## src/rtl/hilo_acc_reg.sv

```systemverilog
// HI/LO register pair with write-through forwarding and a two-cycle
// multiply-accumulate/subtract path (low half first, high half second).
// A flush cancels the presented op and any accumulate still in flight.
module hilo_acc_reg #(
    parameter int DATA_W = 32
) (
    input  logic              clk,
    input  logic              rst_n,
    input  logic              op_valid,
    output logic              op_ready,
    input  logic [2:0]        op,
    input  logic [DATA_W-1:0] hi_i,
    input  logic [DATA_W-1:0] lo_i,
    input  logic              flush,
    output logic [DATA_W-1:0] hi_o,
    output logic [DATA_W-1:0] lo_o,
    output logic              busy
);

    typedef enum logic [1:0] {
        IDLE   = 2'd0,
        ACC_LO = 2'd1,
        ACC_HI = 2'd2
    } state_t;

    localparam logic [2:0] OP_WHI   = 3'd1;
    localparam logic [2:0] OP_WLO   = 3'd2;
    localparam logic [2:0] OP_WBOTH = 3'd3;
    localparam logic [2:0] OP_MADD  = 3'd4;
    localparam logic [2:0] OP_MSUB  = 3'd5;

    state_t              state;
    logic [DATA_W-1:0]   hi;
    logic [DATA_W-1:0]   lo;
    logic [2*DATA_W-1:0] opnd;
    logic                sub;
    logic [DATA_W-1:0]   tmp_lo;
    logic                cy;

    logic                accept;
    logic                wr_hi;
    logic                wr_lo;
    logic                start_acc;
    logic [DATA_W:0]     lo_sum;
    logic [DATA_W-1:0]   hi_sum;
    logic [DATA_W-1:0]   cy_ext;

    assign op_ready  = rst_n & (state == IDLE);
    assign busy      = rst_n & (state != IDLE);
    assign accept    = op_valid & op_ready & ~flush;
    assign wr_hi     = accept & ((op == OP_WHI) | (op == OP_WBOTH));
    assign wr_lo     = accept & ((op == OP_WLO) | (op == OP_WBOTH));
    assign start_acc = accept & ((op == OP_MADD) | (op == OP_MSUB));
    assign cy_ext    = {{(DATA_W-1){1'b0}}, cy};

    // Half-width adders: low half with carry/borrow out, high half with carry/borrow in.
    always_comb begin
        // NOTE: every combinational output gets a default first so no path can infer a latch.
        lo_sum = '0;
        hi_sum = '0;
        if (sub) begin
            lo_sum = {1'b0, lo} - {1'b0, opnd[DATA_W-1:0]};
            hi_sum = hi - opnd[2*DATA_W-1:DATA_W] - cy_ext;
        end else begin
            lo_sum = {1'b0, lo} + {1'b0, opnd[DATA_W-1:0]};
            hi_sum = hi + opnd[2*DATA_W-1:DATA_W] + cy_ext;
        end
    end

    // Read port: zero in reset, write-through on an accepted write, else stored value.
    always_comb begin
        hi_o = hi;
        lo_o = lo;
        if (!rst_n) begin
            hi_o = '0;
            lo_o = '0;
        end else begin
            if (wr_hi) hi_o = hi_i;
            if (wr_lo) lo_o = lo_i;
        end
    end

    // Register updates and accumulate sequencing.
    always_ff @(posedge clk) begin
        // NOTE: sequential state uses non-blocking assignments so every register samples pre-edge values.
        if (!rst_n) begin
            // NOTE: operand and carry registers are reset too, so a reset mid-accumulate leaves no residue.
            state  <= IDLE;
            hi     <= '0;
            lo     <= '0;
            opnd   <= '0;
            sub    <= 1'b0;
            tmp_lo <= '0;
            cy     <= 1'b0;
        end else begin
            case (state)
                IDLE: begin
                    if (wr_hi) hi <= hi_i;
                    if (wr_lo) lo <= lo_i;
                    if (start_acc) begin
                        opnd  <= {hi_i, lo_i};
                        sub   <= (op == OP_MSUB);
                        state <= ACC_LO;
                    end
                end
                ACC_LO: begin
                    if (flush) begin
                        state <= IDLE;
                    end else begin
                        tmp_lo <= lo_sum[DATA_W-1:0];
                        cy     <= lo_sum[DATA_W];
                        state  <= ACC_HI;
                    end
                end
                ACC_HI: begin
                    if (!flush) begin
                        hi <= hi_sum;
                        lo <= tmp_lo;
                    end
                    state <= IDLE;
                end
                default: state <= IDLE;
            endcase
        end
    end

endmodule
```

## config.mk

```make
export PLATFORM = sky130hd
export DESIGN_NAME = hilo_acc_reg
export DESIGN_NICKNAME = d
export VERILOG_FILES = /design/src/rtl/hilo_acc_reg.sv
export SDC_FILE = /design/constraint.sdc
export NUM_CORES = 1
export LEC_CHECK = 0
export CAP_MARGIN = 20
export CORE_ASPECT_RATIO = 1.25
export CORE_MARGIN = 2
export CORE_UTILIZATION = 59
export CTS_CLUSTER_DIAMETER = 150
export CTS_CLUSTER_SIZE = 20
export DETAILED_ROUTE_END_ITERATION = 7
export HOLD_SLACK_MARGIN = 0.05
export PLACE_DENSITY = 0.81
export SYNTH_ARGS = -nofsm -noshare
export SYNTH_HDL_FRONTEND = slang
export SYNTH_SLANG_ARGS = --single-unit
```

## constraint.sdc

```tcl
create_clock -name clk -period 5.1 [get_ports clk]
set_clock_uncertainty 0.05 [all_clocks]
set_input_delay 0.51 -clock clk [delete_from_list [all_inputs] [get_ports clk]]
set_output_delay 0.51 -clock clk [all_outputs]
set_load 0.005 [all_outputs]
```

==> results_dict.tcl, run 1 <==
set metrics [dict create \
    synthCells 1825 \
    die_h_um 175 \
    p_leak_nw 6.56 \
    core.rowCount 62 \
    grt_start_max_net_pins 222 \
    crit_arrival_ns 4.87 \
    antenna_cells 0 \
    post-cts-setup-buffers 0 \
    setup_viol 0 \
    criticalPathCategory "reg2reg" \
    wirelength_mm 40.3 \
    clock_latency_ns 0.45 \
    dp_hpwl_mm 29.2 \
    async_flop_share_pct 0 \
    hold_ws_ns 0.422 \
    antenna_found_initial 0 \
    hold_class "reg2reg" \
    maxSlewViolCount 0 \
    grt_pass1_wl_mm 64.5 \
    final_cell_mix "nand2_1 (281), dfxtp_1 (163), inv_1 (143), a21oi_1 (138), clkdlybuf4s50_1 (135)" \
    slew_headroom_pct 22.8 \
    grt.total_usage_pct 32.1 \
    synth_ff_type "dfxtp_1" \
    cellPowerDensity_nw_per_um2 223 \
    synth-seq-area-share_pct 23.7 \
    cts_hold_repair.buffers 0 \
    grt_pass1_vias 12829 \
    final_nets 2106 \
    hold_viol_final 0 \
    clk_pin_slew_ns 0.07 \
    design.die.area_sq_um 24700 \
    cts_sinks 164 \
    fin_crit_sh_pct 89.9 \
    layout_min_cycle_time_ns 4.58 \
    root_buffer "clkbuf_16" \
    final_cell_count_no_fill 2208 \
    startpoint_type "flip-flop" \
    io_pins 137 \
    core_area_sq_um 23000 \
    die_w_um 141 \
    synth-edff-count 0 \
    syn_area_sq_um 13800 \
    cts.htree.levels 4 \
    fin_tns_setup_ns 0 \
    power_mw 3.54 \
    cts_buffer_depth 2 \
    ys.warnings.count 0 \
    syn_nets 2024 \
    port-buffer-count 136 \
    wl_per_cell_um 18.3 \
    cts_buffers 17 \
    status "complete, no violations" \
    drt-initial-drc-count 911 \
    drive_gt1_share_pct 5.36 \
    drtAntennaViolNets 0 \
    end_kind "flip-flop" \
    start_util_pct 60.1 \
    vias 13248 \
    firstDrtPassIters 5 \
    required_ns 5.39 \
    maxCapViolations 0 \
    synth-seq-cells 164 \
    place_congestion 0.985 \
    grt-ovfl-total 0 \
    cts_resized 0 \
    cts_tree "built" \
    avgSynthCellArea_sq_um 7.58 \
    drcViolationCount 0 \
    max_freq_mhz 218 \
    vdd_drop_max_uv 226 \
    mostFrequentLayoutCell "nand2_1" \
    worst-path-max-fanout 6 \
    synth_cell_types 87 \
    viasPerCell 6.00 \
    worst_pin_slew_ns 1.15 \
    grt_setup_unrepaired "no" \
    area_delta_synth_final_pct 14.9 \
    dp_cells 2176 \
]
-- layer usage --
layer  part of all wire, %  track usage (%)  vias to the layer above  wire length (um)
met5                     0                0                        -                 0
met4                   3.5             12.8                        0              1430
li1                      -                -                     6511                 -
met2                    51             58.2                      415             20400
met3                   4.6             3.81                       96              1850
met1                    41             38.4                     6226             16600
-- state kept, by name (all words and copies together) (netlist names) --
name and flops:
cy 1, hi 32, lo 32, opnd 64, state 2, sub 1, tmp_lo 32
-- path summary, 6_finish.rpt --
kind              startpoint         end  slack, ns  cells past startpoint
setup / recovery     opnd[2]  tmp_lo[30]       0.52                     18
hold / removal     tmp_lo[1]   tmp_lo[1]       0.42                      2
setup reg to reg     opnd[2]  tmp_lo[30]       0.52                     18
hold reg to reg    tmp_lo[1]   tmp_lo[1]       0.42                      2
-- synth_stat cells, types with 7 or more instances --
cell | count | area, sq um
nor2b_1 | 83 | 519
o211ai_1 | 12 | 90.1
clkbuf_1 | 72 | 270
xnor2_1 | 84 | 736
ha_1 | 123 | 1540
nor3_1 | 16 | 80.1
o31ai_1 | 7 | 52.6
and3_1 | 10 | 62.6
a221oi_1 | 49 | 429
nand2_1 | 283 | 1060
dfxtp_1 | 164 | 3280
inv_1 | 144 | 541
a21oi_1 | 138 | 691
nand3b_1 | 7 | 52.6
nor2_1 | 86 | 323
buf_1 | 9 | 33.8
xor2_1 | 29 | 254
mux2i_1 | 47 | 470
nand3_1 | 31 | 155
nor4_1 | 11 | 68.8
and2_1 | 30 | 188
o21bai_1 | 15 | 113
a21o_1 | 41 | 308
o21ai_0 | 81 | 405
o21a_1 | 7 | 52.6
a31oi_1 | 23 | 144
a21boi_0 | 96 | 721
-- worst max-delay path, cell delays in order, from the launching register on --
cell	delay [ns]
dfxtp_1	0.37
nor4_1	0.46
nor4b_2	0.28
buf_4	0.17
nand3b_1	0.15
nor3b_1	0.49
nor2_1	0.10
xnor2_1	0.15
ha_1	0.36
a21o_1	0.20
a21o_1	0.17
a21oi_1	0.12
o21ai_0	0.08
a21oi_1	0.30
o21ai_0	0.27
a311oi_1	0.37
xor2_1	0.17
o21ai_0	0.08
and2_1	0.16
-- metrics by stage --
stage | setup slack (ns) | utilization (%) | area, sq um
final | 0.517 | 69.0 | 15900
after CTS | 0.509 | 69.0 | 15900
after floorplan | 1.11 | - | 13800
after global routing | 0.177 | 69.0 | 15900
after global placement | 0.633 | 66.6 | 15300
after detailed placement | 0.551 | 66.6 | 15300
-- where the power goes --
part           leakage (nW)  switching (mW)  internal (mW)
Clock                 0.268           0.591          0.656
Combinational          4.97           0.526          0.444
Sequential             1.32          0.0219           1.30
Total                  6.56            1.14           2.40
-- cells by family after synthesis --
logic type | share of synthesized area, %
multiplexers | 3.40
flip-flops | 23.7
XOR/XNOR | 7.15
adder cells (fa/ha/maj) | 11.8
AND/OR/NAND/NOR | 20.6
buffers and inverters | 6.61
AO/OA/AOI/OAI | 26.7
-- area by class of cell --
type | count | area [sq um]
multi-input combinational | 1426 | 9660
fill | 1987 | 7140
sequential | 164 | 3280
timing repair buffer | 154 | 1510
inverter | 144 | 541
clock buffer | 19 | 453
tap | 288 | 360
clock inverter | 13 | 101
Note: power is estimated with default switching activity, not from simulation.
==> run 2, diff against run 1 <==
CORE_UTILIZATION = 53   (was 59)
PLACE_DENSITY = 0.77   (was 0.81)
clock period = 4.2 ns   (was 5.1 ns; I/O delays follow)
==> run 2 against run 1 <==
Compared with the run above: total power up 26%; utilization shrank 6.1 points; setup slack lost 0.29 ns; cell count increased by 3.1%; sequential power increased by 22%; global-route usage down 2.3 points; clock power increased by 30%; die area grew 11%; worst hold slack barely moved.
==> results_dict.tcl, run 2 (synthesis results as in run 1) <==
set metrics [dict create \
    final_cell_mix "nand2_1 (281), dfxtp_1 (162), inv_1 (143), a21oi_1 (135), clkdlybuf4s50_1 (135)" \
    grt_pass1_wl_mm 65.4 \
    cts_buffers 17 \
    cts_sinks 164 \
    root_buffer "clkbuf_16" \
    maxSlewViolCount 0 \
    die_w_um 149 \
    max_freq_mhz 252 \
    mostFrequentLayoutCell "nand2_1" \
    io_pins 137 \
    maxCapViolations 0 \
    wl_per_cell_um 18.2 \
    cellPowerDensity_nw_per_um2 275 \
    vias 13419 \
    r2r_slack_ns 0.24 \
    startpoint_type "flip-flop" \
    drt-initial-drc-count 811 \
    grt.total_usage_pct 29.8 \
    final_cell_count_no_fill 2276 \
    clockPowerShare_pct 36.4 \
    status "complete, no violations" \
    min_path_cells 2 \
    cts_tree "built" \
    required_ns 3.73 \
    worst_pin_slew_ns 1.01 \
    intPower_mw 3.04 \
    p_leak_nw 6.70 \
    clock_latency_ns 0.45 \
    hold-path-endpoint "tmp_lo[18]" \
    drtAntennaViolNets 0 \
    firstDrtPassIters 5 \
    p_seq_share_pct 36.0 \
    worstHoldStart "tmp_lo[18]" \
    p_sw_share_pct 31.9 \
    dp_hpwl_mm 29.8 \
    slew_headroom_pct 32.5 \
    cts_hold_repair.buffers 0 \
    core_area_sq_um 25800 \
    cts_buffer_depth 2 \
    fin_crit_sh_pct 94.6 \
    end_kind "output pin" \
    largest_reg_flops 64 \
    port-buffer-count 136 \
    layout_min_cycle_time_ns 3.97 \
    grt_start_max_net_pins 222 \
    die_h_um 185 \
    combinationalPowerShare_pct 27.6 \
    worstReg2RegStart "opnd[5]" \
    place_congestion 0.975 \
    criticalPathCategory "reg2out" \
    viasPerCell 5.90 \
    vdd_drop_max_uv 285 \
    antenna_cells 0 \
    worst-path-max-fanout 19 \
    final_nets 2122 \
    power_mw 4.46 \
    design.die.area_sq_um 27400 \
    r2r-end "tmp_lo[25]" \
    wirelength_mm 41.3 \
    antenna_found_initial 0 \
    hold_class "reg2reg" \
    grt-ovfl-total 0 \
    drive_gt1_share_pct 6.97 \
    top_register "opnd" \
    clk_pin_slew_ns 0.07 \
    switching_power_mw 1.43 \
    grt_pass1_vias 12988 \
    crit_arrival_ns 3.50 \
    start_util_pct 53.5 \
    dp_cells 2242 \
    reg2reg_depth 19 \
    cts.htree.levels 4 \
    core.rowCount 66 \
    setup_viol 0 \
    hold_viol_final 0 \
    area_delta_synth_final_pct 17.5 \
    drcViolationCount 0 \
]
run 2: worst max path at each step:
| stage | startpoint | to | depth (start not counted) |
|---|---|---|---|
| finish | state[0] | hi_o[30] | 9 |
| global route | opnd[5] | tmp_lo[25] | 18 |
| CTS | opnd[2] | tmp_lo[30] | 17 |
| detailed placement | opnd[2] | tmp_lo[30] | 17 |
| global placement | opnd[2] | cy | 17 |
| floorplan | opnd[2] | cy | 17 |
run 2: per-layer routing:
layer	vias to the layer above	GRT usage, %	share of wire [%]	wire, um
met4	0	12.8	3.6	1500
li1	6537	-	-	-
met3	103	3.89	4.7	1940
met1	6366	34.6	41	16900
met5	-	0	0	0
met2	413	54.7	51	21000
run 2: power by group through the flow:
| stage | combinational (mW) | sequential [mW] | clock [mW] |
|---|---|---|---|
| after floorplan | 0.851 | 1.63 | 0 |
| after CTS | 1.19 | 1.61 | 1.65 |
| after detailed placement | 1.18 | 1.64 | 0 |
| after global routing | 1.34 | 1.61 | 1.71 |
| final | 1.23 | 1.61 | 1.62 |
| after global placement | 1.17 | 1.64 | 0 |
run 2: layout make-up:
class | count | area (sq um)
multi-input cells | 1426 | 9770
clock inverters | 15 | 175
repair buffers | 170 | 1640
flip-flops and latches | 164 | 3290
fillers | 2345 | 9590
clock buffers | 17 | 425
inverters | 144 | 541
well taps | 340 | 425
run 2: stage by stage:
step / utilization (%) / cell area, sq um / hold WS (ns) / setup TNS [ns] / worst slack, ns
3_3_place_gp: 60.1 / 15500 / 0.402 / -0.00271 / -0.00139
5_1_grt: 62.9 / 16300 / 0.444 / -0.00944 / -0.00944
4_1_cts: 62.5 / 16100 / 0.418 / 0 / 0.0592
2_1_floorplan: - / 13800 / 0.391 / 0 / 0.212
3_5_place_dp: 60.1 / 15500 / 0.410 / -0.269 / -0.137
6_report: 62.9 / 16300 / 0.421 / 0 / 0.226
run 2: critical path, stage by stage (launching register included):
cell and delay [ns]:
dfxtp_1 0.37, nor2_1 0.31, and2_1 0.26, nand3_1 0.11
nor2_1 0.37, and2_1 0.25, buf_4 0.33, nand2_1 0.08
a21boi_0 0.38, clkdlybuf4s50_1 0.59
run 2: repair_timing:
action / CTS / global route
setup endpoints to repair: 4 / 9
pin swaps: 0 / 11
gates resized for setup: 2 / 21
buffers inserted: 0 / 2
==> run 3, diff against run 2 <==
CORE_UTILIZATION = 50   (was 53)
PLACE_DENSITY = 0.73   (was 0.77)
SLEW_MARGIN = 40   (was not set)
==> run 3 against run 2 <==
Compared with the run above: global-route usage fell by 1.9 points; via count fell by 1.1%; die area rose by 5.8%; register-to-register slack got worse by 0.02 ns; total power fell by 1.7%; setup slack got worse by 0.0065 ns; count of clock-buffer cells in the layout rose by 2; cell area rose by 0.31%; clock power fell by 4%; non-clock buffer count rose by 4; critical endpoint is now hi[29]; largest power group is now registers.
==> results_dict.tcl, run 3 (synthesis results as in run 1) <==
set metrics [dict create \
    die_h_um 190 \
    vias 13271 \
    drive_gt1_share_pct 7.22 \
    cts_sinks 164 \
    vdd_drop_max_uv 233 \
    slowest_stage "o311ai_1" \
    final_nets 2126 \
    cts_tree "built" \
    reg2reg_depth 14 \
    fin_tns_setup_ns 0 \
    design.die.area_sq_um 29000 \
    worstPathCellList "inv_1 > ha_1 > inv_1 > ha_1 > a21oi_1 > o21ai_0 > a221oi_1 > a21oi_1 > o311ai_1 > o21ai_0 > a211oi_1 > xor2_1 > nand2_1 > a22o_1" \
    clk_pin_slew_ns 0.07 \
    drtAntennaViolNets 0 \
    dp_hpwl_mm 30.1 \
    die_w_um 153 \
    startpoint_type "flip-flop" \
    worst_slack_ns 0.219 \
    status "complete, no violations" \
    core.rowCount 68 \
    fill_cells 2528 \
    wl_per_cell_um 18.0 \
    r2r_slack_ns 0.22 \
    required_ns 4.49 \
    critPathMaxStageDelay_ns 0.41 \
    crit_arrival_ns 4.27 \
    grt_pass1_vias 13141 \
    worst-path-max-fanout 5 \
    hold_viol_final 0 \
    grt_pass1_wl_mm 66.4 \
    mostFrequentLayoutCell "nand2_1" \
    min_path_cells 2 \
    grt-ovfl-total 0 \
    grt_setup_unrepaired "yes" \
    end_kind "flip-flop" \
    r2r-end "hi[29]" \
    start_util_pct 50.5 \
    drcViolationCount 0 \
    cts_buffers 17 \
    fin_crit_sh_pct 94.8 \
    layout_min_cycle_time_ns 3.98 \
    cellPowerDensity_nw_per_um2 269 \
    final_cell_mix "nand2_1 (281), dfxtp_1 (162), inv_1 (143), clkdlybuf4s50_1 (135), a21oi_1 (134)" \
    dp_cells 2254 \
    hold_class "reg2reg" \
    worstHoldStart "tmp_lo[4]" \
    grt_start_max_net_pins 222 \
    cts_buffer_depth 2 \
    grt.total_usage_pct 27.9 \
    drt-initial-drc-count 705 \
    dpl_worst_slack_ns -0.126 \
    cts.htree.levels 4 \
    worstReg2RegStart "hi[8]" \
    hold-path-endpoint "tmp_lo[4]" \
    maxCapViolations 0 \
    firstDrtPassIters 5 \
    wirelength_mm 41.2 \
    top_register "opnd" \
    slew_headroom_pct 35.8 \
    criticalPathCategory "reg2reg" \
    root_buffer "clkbuf_16" \
    antenna_cells 0 \
    worst_pin_slew_ns 0.962 \
    final_cell_count_no_fill 2290 \
    area_delta_synth_final_pct 17.8 \
    clock_latency_ns 0.45 \
    regArea_sq_um 3290 \
    viasPerCell 5.80 \
    max_freq_mhz 251 \
    port-buffer-count 136 \
    antenna_found_initial 0 \
    place_congestion 0.968 \
    setup_viol 0 \
    io_pins 137 \
    core_area_sq_um 27400 \
    maxSlewViolCount 0 \
    p_leak_nw 6.72 \
    largest_reg_flops 64 \
    multi_input_area_sq_um 9760 \
]
-- run 3: power breakdown --
group          internal [mW]  total [mW]  switching [mW]
Sequential              1.58        1.61          0.0269
Combinational          0.569        1.23           0.662
Clock                  0.841        1.55           0.710
-- run 3: stage by stage --
step	instance area, sq um	hold slack (ns)	utilization (%)	power [mW]
finish	16300	0.425	59.5	4.39
global route	16300	0.438	59.5	4.59
CTS	16200	0.419	59.0	4.37
detailed placement	15600	0.410	56.9	2.82
global placement	15600	0.403	56.9	2.81
floorplan	13800	0.391	-	2.48
-- run 3: worst max-delay path: cells and delay by family (launching register included) --
family / cells / cell delay [ns]
AOI/OAI and AO/OA: 8 / 2.24
adders and majority gates: 2 / 0.72
DFF: 1 / 0.40
buffers and inverters: 2 / 0.18
xor gates and xnor gates: 1 / 0.17
and+or+nand+nor: 1 / 0.09
-- run 3: repair_timing --
action,in CTS,in global routing
setup endpoints to repair,4,10
hold endpoints to repair,0,0
gates resized for setup,2,21
setup buffers,0,3
hold buffers,0,0
cloned,0,0
pin swaps,0,11
-- run 3: cell type report --
cell class              count  share of cell area (%)
inverters                 144                    3.31
flip-flops and latches    164                    20.1
clock inverters            13                   0.783
multi-input cells        1426                    59.9
well taps                 350                    2.69
clock buffers              19                    2.72
repair buffers            174                    10.5
-- run 3: worst max-delay path by stage --
stage | start | to | slack (ns)
after floorplan | opnd[2] | cy | 0.21
after global placement | opnd[2] | cy | -0.02
after detailed placement | opnd[2] | cy | -0.13
after CTS | opnd[2] | tmp_lo[30] | 0.05
after global routing | opnd[5] | tmp_lo[30] | -0.01
final | hi[8] | hi[29] | 0.22
-- run 3: per-layer routing --
metal,vias up,GRT usage [%],part of all wire (%)
li1,6533,-,-
met3,98,3.94,4.6
met5,-,0,0
met1,6268,32.8,41
met2,372,50.7,51
met4,0,11.9,3.8
==> RTL edit: new RTL, config.mk and constraints of run 2 <==
The 3 states of `state_t` get a one-hot encoding in 3 bits.
--- a/src/rtl/hilo_acc_reg.sv
+++ b/src/rtl/hilo_acc_reg.sv
@@ -18,8 +18,8 @@
 );
 
-    typedef enum logic [1:0] {
-        IDLE   = 2'd0,
-        ACC_LO = 2'd1,
-        ACC_HI = 2'd2
+    typedef enum logic [2:0] {
+        IDLE   = 3'b001,
+        ACC_LO = 3'b010,
+        ACC_HI = 3'b100
     } state_t;
 
Check against the original RTL: same outputs for any inputs over 4 cycles, from zero or initial values and one cycle with rst_n low; so few cycles prove little.
==> RTL edit against run 2 <==
- worst setup slack got worse by 5.1 ps
- total power rose by 2.4%
- hold slack worse by 19 ps
- synthesized area decreased by 4.3%
- via count is 4.0% higher
- sequential power barely moved
- sequential cell count rose by 1
- utilization up 1.4 points
- design area fell by 3.0%
- largest cell class unchanged
- clock power up 10%
- first-iteration DRC count grew 26%
- synthesized cell count is 2.7% higher
- routed wire length rose by 1.6%
- non-clock buffer count grew 9
==> RTL edit: results (changes against run 2) <==
stage,metric,value,unit,change
outcome,outcome,"finished, final reports clean",,
power_and_ir_drop,peakVddDrop,0.273,mV,-4.3%
drt,vias,14000,,+4.0%
critical_path,crit_path_max_incr_delay,530,ps,-60 ps
critical_path,critical_path.top_delay_family,simple AND/OR/NAND/NOR gates,,
drt,wirelength,42000,um,+1.6%
global_routing,grt_util_met2,57.5,%,+2.8 points
critical_path,crit_fanout,23,,+4
placement,pre_cts_ws,-4.63,ps,+133 ps
layout,fin_nets,2173,,+2.4%
drt,drt-wirelength-per-cell,18.1,um,-0.21%
synth,synth_area_leaders,"dfxtp_1, ha_1, a21oi_1",,
global_routing,grt_pass1_wl,68400,um,+4.5%
layout,drive_gt1_share,5.84,%,-1.1 points
sta,setup_ws,221,ps,-5.13 ps
critical_path,worstPathArrival,3510,ps,about the same
drt,drt_pass1_iterations,7,,+2
synth,postSynthCellCount,1874,,+2.7%
power_and_ir_drop,p_leak,0.00618,uW,-7.8%
die,die_x,145,um,-2.1%
placement,hpwl,29300,um,-1.5%
global_routing,globalRouteMet1Util,36.9,%,+2.2 points
global_routing,grt_max_degree,66,,-70%
synth,syn-num-nets,2073,,+2.4%
synth,synth_seq_cells,165,,+0.61%
global_routing,grtUsageTotal,31.5,%,+1.6 points
global_routing,grt.met3_usage,3.91,%,+0.028 points
sta,slew_headroom,41.8,%,+9.3 points
synth,synthTopCellsByCount,"nand2_1, a21oi_1, dfxtp_1",,
synth,synth-seq-area-share,25.0,%,+1.2 points
-- RTL edit: cell count changes after synthesis, sizes merged, moves of 24 or more --
cell    change
nor2b      -69
nand2      +81
o22ai      +41
a21boi     -95
a221oi     -37
a21oi     +167
and2       -24
mux2i      -35
-- RTL edit: per-layer routing --
| metal | part of all wire (%) | wire, um |
|---|---|---|
| met5 | 0 | 0 |
| met4 | 3.9 | 1620 |
| met3 | 5.4 | 2270 |
| met2 | 50 | 21200 |
| met1 | 40 | 16900 |
-- RTL edit: repair_timing --
action                                  CTS  global route
buffers inserted                          0             0
resized for setup                         1            11
pin swaps                                 0             0
endpoints found under the setup margin    1             9
-- RTL edit: final timing paths --
| path | from | endpoint | slack (ps) |
|---|---|---|---|
| worst min-delay path | tmp_lo[22]$_SDFFE_PN0P_ | tmp_lo[22]$_SDFFE_PN0P_ | 400 |
| worst min register to register | tmp_lo[22]$_SDFFE_PN0P_ | tmp_lo[22]$_SDFFE_PN0P_ | 400 |
| worst max register to register | opnd[0]$_SDFFE_PN0P_ | tmp_lo[29]$_SDFFE_PN0P_ | 270 |
| worst max-delay path | state[0]$_SDFFE_PN1P_ | hi_o[11] | 220 |
-- RTL edit: kinds of logic after synthesis --
family | share of synthesized area [%]
compound gates | 28.6
simple gates | 20.4
buf+inv | 6.21
flops | 25.0
fa+ha+maj | 12.4
xor+xnor | 6.55
mux | 0.907
-- RTL edit: where the power goes --
group          switching, uW  leakage, uW  internal (uW)
Sequential              23.7      0.00133           1590
Combinational            653      0.00454            512
Clock                    717     0.000311           1080
-- RTL edit: layout make-up --
type                    count  area, um^2
clock buffers              18         439
clock inverters            14         223
fillers                  2259        8740
inverters                 121         459
multi-input cells        1490        9200
flip-flops and latches    165        3310
well taps                 330         413
repair buffers            179        1730
-- RTL edit: worst reg2reg max path, cell delays in order, from the launching register on --
cell       delay (ps)
dfxtp_1           370
inv_1              80
ha_1              190
nand2_1            60
nor3_1            140
buf_4             170
nor2_1             50
xnor2_1           140
ha_1              340
a21oi_1           170
nor2b_1            50
o21ai_0           210
a21oi_1           130
a2111oi_1         380
nor3_1            100
buf_4             180
a211o_1           330
and2_1            220
o311ai_0          300
o311ai_1          140
-- RTL edit: metrics by stage --
| stage | utilization (%) | total power, uW | cell area, um^2 |
|---|---|---|---|
| final | 64.3 | 4570 | 15800 |
| after global routing | 64.3 | 4770 | 15800 |
| after CTS | 64.1 | 4560 | 15700 |
| after detailed placement | 61.4 | 2780 | 15000 |
| after global placement | 61.4 | 2760 | 15000 |
| after floorplan | - | 2420 | 13200 |
